$ cat src/rtl/fir_decim_buffer.sv
// Decimating output buffer for the 4-tap FIR: keeps every DEC-th accepted sample
// in a small FIFO and hands it downstream over valid/ready, with a sticky overflow flag.
module fir_decim_buffer #(
  parameter int D_W   = 8,
  parameter int DEC   = 4,
  parameter int DEPTH = 4
) (
  input  logic           clk,
  input  logic           rst_n,
  input  logic           in_valid,
  input  logic [D_W-1:0] in_data,
  output logic           out_valid,
  output logic [D_W-1:0] out_data,
  input  logic           out_ready,
  output logic [$clog2(DEPTH):0] level,
  output logic           overflow,
  input  logic           clr_ovf
);

  localparam int CW = $clog2(DEC);
  localparam int AW = $clog2(DEPTH);
  localparam logic [CW-1:0] PHASE_LAST = CW'(DEC - 1);
  localparam logic [AW:0]   LEVEL_FULL = (AW + 1)'(DEPTH);

  logic [CW-1:0]  phase;
  logic [AW-1:0]  wr_ptr;
  logic [AW-1:0]  rd_ptr;
  logic [AW:0]    level_q;
  logic           ovf_q;
  logic [D_W-1:0] mem [DEPTH];

  logic keep;
  logic pop;
  logic full;
  logic push;
  logic drop;

  // A slot freed by a same-cycle pop can be reused, so a full FIFO still
  // accepts the kept sample when the consumer is draining.
  assign keep = in_valid && (phase == '0);
  assign pop  = (level_q != '0) && out_ready;
  assign full = (level_q == LEVEL_FULL);
  assign push = keep && (!full || pop);
  assign drop = keep && !push;

  // NOTE: sequential state uses non-blocking assignments so every register
  // samples the pre-edge values of the others, independent of block ordering.
  always_ff @(posedge clk or negedge rst_n) begin
    if (!rst_n) begin
      phase <= '0;
    end else if (in_valid) begin
      phase <= (phase == PHASE_LAST) ? '0 : phase + CW'(1);
    end
  end

  always_ff @(posedge clk or negedge rst_n) begin
    if (!rst_n) begin
      wr_ptr  <= '0;
      rd_ptr  <= '0;
      level_q <= '0;
    end else begin
      if (push) wr_ptr <= wr_ptr + AW'(1);
      if (pop)  rd_ptr <= rd_ptr + AW'(1);
      case ({push, pop})
        2'b10:   level_q <= level_q + (AW + 1)'(1);
        2'b01:   level_q <= level_q - (AW + 1)'(1);
        default: level_q <= level_q;
      endcase
    end
  end

  // A drop on the same edge wins over a clear so no lost sample goes unreported.
  always_ff @(posedge clk or negedge rst_n) begin
    if (!rst_n) begin
      ovf_q <= 1'b0;
    end else if (drop) begin
      ovf_q <= 1'b1;
    end else if (clr_ovf) begin
      ovf_q <= 1'b0;
    end
  end

  // NOTE: the storage array is deliberately left out of reset; its contents are
  // never observable while empty because out_data is gated by out_valid.
  always_ff @(posedge clk) begin
    if (push) mem[wr_ptr] <= in_data;
  end

  assign out_valid = (level_q != '0);
  assign out_data  = out_valid ? mem[rd_ptr] : '0;
  assign level     = level_q;
  assign overflow  = ovf_q;

endmodule

$ cat config.mk
export PLATFORM = sky130hd
export DESIGN_NAME = fir_decim_buffer
export DESIGN_NICKNAME = d
export VERILOG_FILES = /design/src/rtl/fir_decim_buffer.sv
export SDC_FILE = /design/constraint.sdc
export NUM_CORES = 1
export LEC_CHECK = 0
export CORE_MARGIN = 1.5
export CORE_UTILIZATION = 54
export DETAILED_ROUTE_END_ITERATION = 12
export GPL_TIMING_DRIVEN = 0
export PLACE_DENSITY = 0.79
export SETUP_SLACK_MARGIN = 0.15
export SLEW_MARGIN = 25
export SYNTH_ARGS = -nofsm -noshare
export SYNTH_HDL_FRONTEND = slang
export SYNTH_SLANG_ARGS = --single-unit
$ cat constraint.sdc
create_clock -name clk -period 2.8 [get_ports clk]
set_input_delay 0.28 -clock clk [delete_from_list [all_inputs] [get_ports clk]]
set_output_delay 0.28 -clock clk [all_outputs]
set_load 0.005 [all_outputs]
Word-level counts from Yosys, hierarchy flattened. Memory sizes are Yosys's and may differ from the RTL's. Index checks and enable logic that the tools add are counted.

Bits in latches: 0. Word-level logic and storage cells: 33. Bits in registers: 10. RAM bits: 32. Memories kept: 1. Memory bits (read-only): 0.

Eq/ne operators: 4. Add/sub/neg operators: 5. Shifts and indexed selects: 0. Mux-type cells: 7. $mul: 0. $lt $le $gt $ge: 0. Bitwise operators: 0. Div/mod/pow operators: 0. Reduce and logical (&&, ||, !) cells: 11.

Memory list: mem (depth 4, width 8, rd ports 1, clocked after memory_dff 0, wr ports 1, RTL line 30) `logic [D_W-1:0] mem [DEPTH];`.

Operator list (count): 8-bit two-way mux (1); 2-bit by 1-bit adder with 2-bit output, second input constant (3); 3-bit case mux with 2 select lines (1); 2-bit equality test, second input constant (2); 1-bit logical AND (4); 1-bit two-way mux (4); 2-bit nonzero test (2); 3-bit by 1-bit adder with 3-bit output, second input constant (1); 3-bit equality test, second input constant (1); 3-bit nonzero test (1); 3-bit by 1-bit subtractor with 3-bit output, second input constant (1); 2-bit by 1-bit equality test with 1-bit output, second input constant (1); 1-bit zero test (2); 2-bit zero test (1); 2-bit two-way mux (1); 1-bit logical OR (1).

Logic depth before layout (Yosys ltp).
Depth in word-level cells: 7. Depth in mapped cells: 9. Mapped depth without buffers: 8.

Least setup slack after synthesis. No wires, ideal clock.

Path type: register to register. Start point: register phase[0]. End point: register level_q[2], in the netlist level[2]. Data required time: 2.667 ns. Slack: 0.819 ns. Stages on the path, launching flop included: 10. Arrival time: 1.848 ns. Library setup time: 0.133 ns. Cells stage by stage: dfrtp_1 -> inv_1 -> ha_1 -> buf_2 -> nand2_1 -> nand3_1 -> fa_1 -> nor4bb_2 -> a211o_1 -> o211ai_1.

Cells in the longest elaborated chain, start to end: 5. Elaborated cells on any way between the ends: 7.

Ends and longest elaborated chain: from (decl) (RTL line 25) `logic [CW-1:0] phase;`; from (signal assigned) (RTL line 52) `phase <= (phase == PHASE_LAST) ? '0 : phase + CW'(1);`; 2-bit zero test * (RTL line 40) `assign keep = in_valid && (phase == '0);`; 1-bit logical AND * (RTL line 40); 1-bit logical AND * (RTL line 43) `assign push = keep && (!full || pop);`; 2-bit by 1-bit equality test with 1-bit output / 2-bit equality test (equally long branches) (RTL line 64) `case ({push, pop})`; 3-bit case mux with 2 select lines / 2-bit nonzero test (equally long branches); to (signal assigned) (RTL line 65) `2'b10: level_q <= level_q + (AW + 1)'(1);`; to (signal assigned) (RTL line 66) `2'b01: level_q <= level_q - (AW + 1)'(1);`; to (signal assigned) (RTL line 67) `default: level_q <= level_q;`; to (decl) (RTL line 28) `logic [AW:0] level_q;`.

Every way passes the cells marked *; elsewhere a longest branch is shown, timed or not. A chain may end at the register's enable or synchronous reset.

Worst setup path after layout.
Start point: register level_q[1], in the netlist level[1]. End point: output out_data[4].

Cells in the longest elaborated chain, start to end: 2.

Ends and longest elaborated chain: 3-bit nonzero test (RTL line 89) `assign out_valid = (level_q != '0);`; 8-bit two-way mux (RTL line 90) `assign out_data = out_valid ? mem[rd_ptr] : '0;`; to (decl) (RTL line 13) `output logic [D_W-1:0] out_data,`.

Every way passes these cells.

==> results_dict.tcl <==
set metrics [dict create \
    tightest_slew_ps 494.8 \
    finalHoldViolCount 0 \
    portBuffers 25 \
    die_x_um 62.72 \
    routed-via-count 1097 \
    layout-drive-gt1-share_pct 20.78 \
    critical_path.max_fanout 10 \
    hpwl_mm 2.191 \
    critPathKind "flop to primary output" \
    drt-initial-drc-count 64 \
    wl_mm 3.149 \
    ys.flop_type "edfxtp_1" \
    cp-start-kind "flop" \
    grt_pass1_wl_mm 5.423 \
    drv_cap 0 \
    synthCells 121 \
    multi_input_area_um2 634.4 \
    antenna_found_initial 0 \
    drc_errors 0 \
    yosysTopAreaCellShare_pct 49.90 \
    cts-resized-gates 0 \
    io_pins 26 \
    slew_headroom_pct 66.91 \
    min_period_over_period_pct 82.34 \
    cts_buffers 5 \
    grt_usage_pct 18.88 \
    seq_area_um2 1211 \
    yosysSeqAreaShare_pct 62.90 \
    hp-class "input port to asynchronous set/reset pin" \
    end_kind "primary output" \
    ys_top_cells_by_area "edfxtp_1 50%, dfrtp_1 13%, mux4_2 9.4%, ha_1 3.9%, and2_1 2.9%" \
    grt_pass1_vias 1157 \
    grt_max_degree 14 \
    slowest_delay_ps 500 \
    crit_chain "or3_4, buf_6, and2_1, clkdlybuf4s50_1" \
    initial_utilization_pct 56.81 \
    cts_hold_buf 0 \
    dieArea_um2 3933 \
    core-area_um2 3390 \
    yosys_warnings 0 \
    tns_ps 0 \
    place_congestion 0.7620 \
    async_flop_share_pct 23.81 \
    arrival_ps 2030 \
    yosys.cell_types.count 34 \
    cts_tree "done" \
    fin_total_pwr_mw 2.204 \
    n_fill_cell 231 \
    fin_util_pct 68.18 \
    grt_overflow 0 \
    antenna_cells 0 \
    vdd_drop_max_mv 0.6000 \
    leakage_nw 0.8508 \
    rows 21 \
    status "completed" \
    synth_top_area_cell "edfxtp_1" \
    synth_edf_count 32 \
    ys_ff_latch 42 \
    dp_slack_ps 538.2 \
    path_clk_slew_ps 110 \
    p_per_area_nw_per_um2 953.8 \
    layout_min_cycle_time_ps 2306 \
    slew_violations 0 \
    fmax_mhz 433.7 \
    firstDrtPassIters 4 \
    crit_required_ps 2520 \
    postRouteAntennaNets 0 \
    postCtsSetupBuffers 0 \
    rsz0062_at_grt "no" \
    insertion_delay_ps 350 \
    via_per_inst 5.485 \
    avgSynthCellArea_um2 15.91 \
    htreeDepth 2 \
    die_y_um 62.72 \
    worst_slack_ps 494.5 \
    root_buffer "clkbuf_4" \
    cts.path.max_buffers 2 \
    area_delta_synth_final_pct 20.01 \
    cts_sinks 42 \
    synthesis.nets 141 \
    finalSetupViolations 0 \
    fin_nets 173 \
    cp_slowest_cell "dfrtp_1" \
    fin_skew_ps 4.614 \
    wl_per_cell_um 15.75 \
    netlist_area_um2 1926 \
]
kinds of logic after synthesis:
group                      count (synthesis)  share of synthesized area [%]
AOI/OAI and AO/OA                         14                          5.263
xor gates and xnor gates                   3                          1.365
adders and majority gates                  7                          4.938
buffers and inverters                     16                          4.158
DFF                                       42                          62.90
muxes                                      9                          10.14
and+or+nand+nor                           30                          11.24
synthesized netlist by cell type, types with 2 or more instances:
cell and number:
edfxtp_1 32, dfrtp_1 10, inv_1 10, and2_1 9
mux4_2 8, ha_1 6, and2_2 4, nand3_1 4
buf_2 3, nand2_1 3, o21ai_0 3, xnor2_1 3
a31oi_1 2, buf_6 2, nand4_1 2, o311ai_0 2
per-layer routing:
metal  vias up  global-route usage, %  routed length (um)
met5         -                      0                   0
met4         0                  7.500                  55
met3         6                  5.766                 119
met2        22                  33.33                1704
met1       558                  21.38                1269
li1        511                      -                   -
metrics by stage:
step / hold slack (ps) / cell area [um^2] / std cells
6_report: 250.5 / 2311 / 200
5_1_grt: 255.0 / 2311 / 200
3_3_place_gp: 476.0 / 2233 / 192
3_5_place_dp: 495.5 / 2233 / 192
2_1_floorplan: -15.59 / 1926 / 121
4_1_cts: 240.7 / 2311 / 200
worst paths after layout:
path / start / endpoint / slack, ps / cells after the start
worst min-delay path: rst_n / phase[0] / 250 / 1
min in group clk: overflow / overflow / 520 / 1
worst min register to register: overflow / overflow / 520 / 1
max in group asynchronous: rst_n / wr_ptr[1] / 2220 / 1
worst max register to register: phase[0] / level[2] / 580 / 9
worst max-delay path: level[1] / out_data[4] / 490 / 4
power breakdown:
part	total, mW	switching [mW]	internal (mW)
logic	0.953	0.394	0.559
clock network	0.370	0.185	0.185
registers	0.881	0.0863	0.795
final cells by class:
type,instances,share of cell area [%]
repair buffers,25,10.83
multi-input cells,63,27.45
clock inverters,3,1.733
flip-flops and latches,42,52.41
inverters,10,1.624
clock buffers,5,1.624
plain buffers,6,1.841
well taps,46,2.491
sequential cells by signal (all words and copies together) (netlist names):
name,count
level,3
mem,32
overflow,1
phase,2
rd_ptr,2
wr_ptr,2
cells in the final DEF, fill, tap and decap left out, types with 3 or more instances in the layout:
cell / count
and2_1: 9
clkbuf_4: 5
dfrtp_1: 10
mux4_2: 8
xnor2_1: 3
buf_2: 3
edfxtp_1: 32
nand3_1: 4
ha_1: 6
nand2_1: 3
inv_1: 10
clkdlybuf4s50_1: 25
o21ai_0: 3
and2_2: 4
worst max-delay path, delay by kind of cell, from the launching register on:
family	cells	cell delay [ps]
flip-flops	1	500
AND/OR/NAND/NOR	2	580
buffers and inverters	2	590
(Power assumes the default switching activity.)
==> edit, RTL diff (config.mk and constraints unchanged) <==
Make the reset (`rst_n`) synchronous in 3 clocked blocks.
--- a/src/rtl/fir_decim_buffer.sv
+++ b/src/rtl/fir_decim_buffer.sv
@@ -46,5 +46,5 @@
   // NOTE: sequential state uses non-blocking assignments so every register
   // samples the pre-edge values of the others, independent of block ordering.
-  always_ff @(posedge clk or negedge rst_n) begin
+  always_ff @(posedge clk) begin
     if (!rst_n) begin
       phase <= '0;
@@ -54,5 +54,5 @@
   end
 
-  always_ff @(posedge clk or negedge rst_n) begin
+  always_ff @(posedge clk) begin
     if (!rst_n) begin
       wr_ptr  <= '0;
@@ -71,5 +71,5 @@
 
   // A drop on the same edge wins over a clear so no lost sample goes unreported.
-  always_ff @(posedge clk or negedge rst_n) begin
+  always_ff @(posedge clk) begin
     if (!rst_n) begin
       ovf_q <= 1'b0;
Check against the original RTL: differs if rst_n is asserted again (counterexample within 4 cycles, from zero or initial values and one cycle with rst_n low); with rst_n held inactive, the same outputs for 10 cycles.
==> edit against the unedited design <==
Utilization increased by 0.13 points; first-iteration DRC count is 58% lower; clock power decreased by 16%; sequential cell count up 2; wire length rose by 11%; via count increased by 13%; worst setup slack got worse by 0.088 ns; critical path type unchanged; synthesized area up 2.0%; design area is 0.97% higher; fmax is 3.7% lower; power is 28% lower; largest cell class unchanged.
==> edit: results (changes against the unedited design) <==
Status = completed
Reg2Reg Depth = 8 (-1)
R2r setup slk = 0.56 ns (-0.02 ns)
Post-route total power = 1580 uW (-28%)
Clk_skew = 0.00639 ns (+0.00178 ns)
Mux contribution to synthesized area = 10.2% (+0.055 points)
Metal-1 WL = 1.47 mm (+16%)
Largest net degree at the start of global routing = 16 (+2)
Syn nets = 158 (+12%)
Switch share = 28.5% (-1.6 points)
Async S/R FF share, synth = 0% (-24 points)
First-pass GRT wire length = 5.74 mm (+5.8%)
Compound-Gate Fraction of Synth Area = 6.56% (+1.3 points)
Register area share after synthesis = 61.1% (-1.8 points)
DR vias = 1240 (+13%)
Number of global-route vias before repair = 1286 (+11%)
Routed wire length per instance = 16.1 um (+2.4%)
Post-DP HPWL = 2.48 mm (+13%)
Hold slack = 0.544 ns (+0.293 ns)
Placed cell areas = 2270 um2 (+1.7%)
Largest Register = mem
Xor/xnor share of the synthesized area = 1.34% (-0.027 points)
Critical Path Fanout Max = 8 (-2)
Port bufs = 25 (unchanged)
Clock share of power = 19.5% (+2.7 points)
Post-Syn Area per Cell = 14.2 um2 (-11%)
Critical Path Max Stage Delay = 0.55 ns (+0.05 ns)
Worst min path class = reg -> reg
Crit path DAT = 2.11 ns (+0.08 ns)
Reg2reg end = level[2]
M3 GR Usage = 3.75% (-2.0 points)
Place WS = 0.527 ns (-0.0114 ns)
CP Capture Point = out_data[6]
Vias/cell = 5.71 (+4.2%)
Met2 Usage GRT = 34.4% (+1.1 points)
Top cells by area, synth = edfxtp_1 49%, dfxtp_1 12%, mux4_2 9.2%, ha_1 3.8%, and2_1 2.5%
Met3 wire length = 107 um (-10%)
Slowest-stage cell, CP = mux4_2
Initial drt markers = 27 (-58%)
Adder-cell share of the synthesized area = 4.84% (-0.098 points)
Minimum clock period = 2.39 ns (+0.0880 ns)
Slew @ Worst Pin = 0.528 ns (+0.0336 ns)
GRT Overall Usage = 19.3% (+0.40 points)
RePlAce Congestion = 0.839 (+10%)
Share of cells above drive strength 1 = 14.6% (-6.2 points)
Top post-synthesis cells by count = 32 x edfxtp_1, 12 x dfxtp_1, 8 x and2_1, 8 x mux4_2, 7 x inv_1
Pleak = 0.000814 uW (-4.4%)
Placed insts = 209 (+8.9%)
Met1 usage = 22.7% (+1.3 points)
Reg-to-reg startpoint = level[1]
Clock-pin slew on the worst setup and hold paths = 0.13 ns (+0.02 ns)
Combinational power = 501 uW (-47%)
Synth cell types = 43 (+26%)
CP startpoint kind = flop
edit: changes by cell type after synthesis, moves of 3 or more:
| cell | delta |
|---|---|
| dfxtp_1 | +12 |
| dfrtp_1 | -10 |
| nor2_1 | +6 |
| and3_1 | +5 |
| a21oi_1 | +4 |
| and2_2 | -4 |
| buf_2 | +3 |
| inv_1 | -3 |
edit: final cells by class:
cell class	count	area (um2)
timing repair buffer	25	250
tap	46	57.6
multi-input combinational	77	688
fill	253	1080
clock buffer	5	37.5
clock inverter	3	23.8
sequential	44	1200
buffer	9	45.0
inverter	8	30.0
edit: kinds of logic (layout without fill, tap and decap cells):
| logic type | Yosys count | after routing |
|---|---|---|
| fa+ha+maj | 7 | 7 |
| simple gates | 38 | 38 |
| mux | 10 | 10 |
| xor+xnor | 3 | 3 |
| flops | 44 | 44 |
| compound gates | 19 | 19 |
| buf+inv | 17 | 50 |
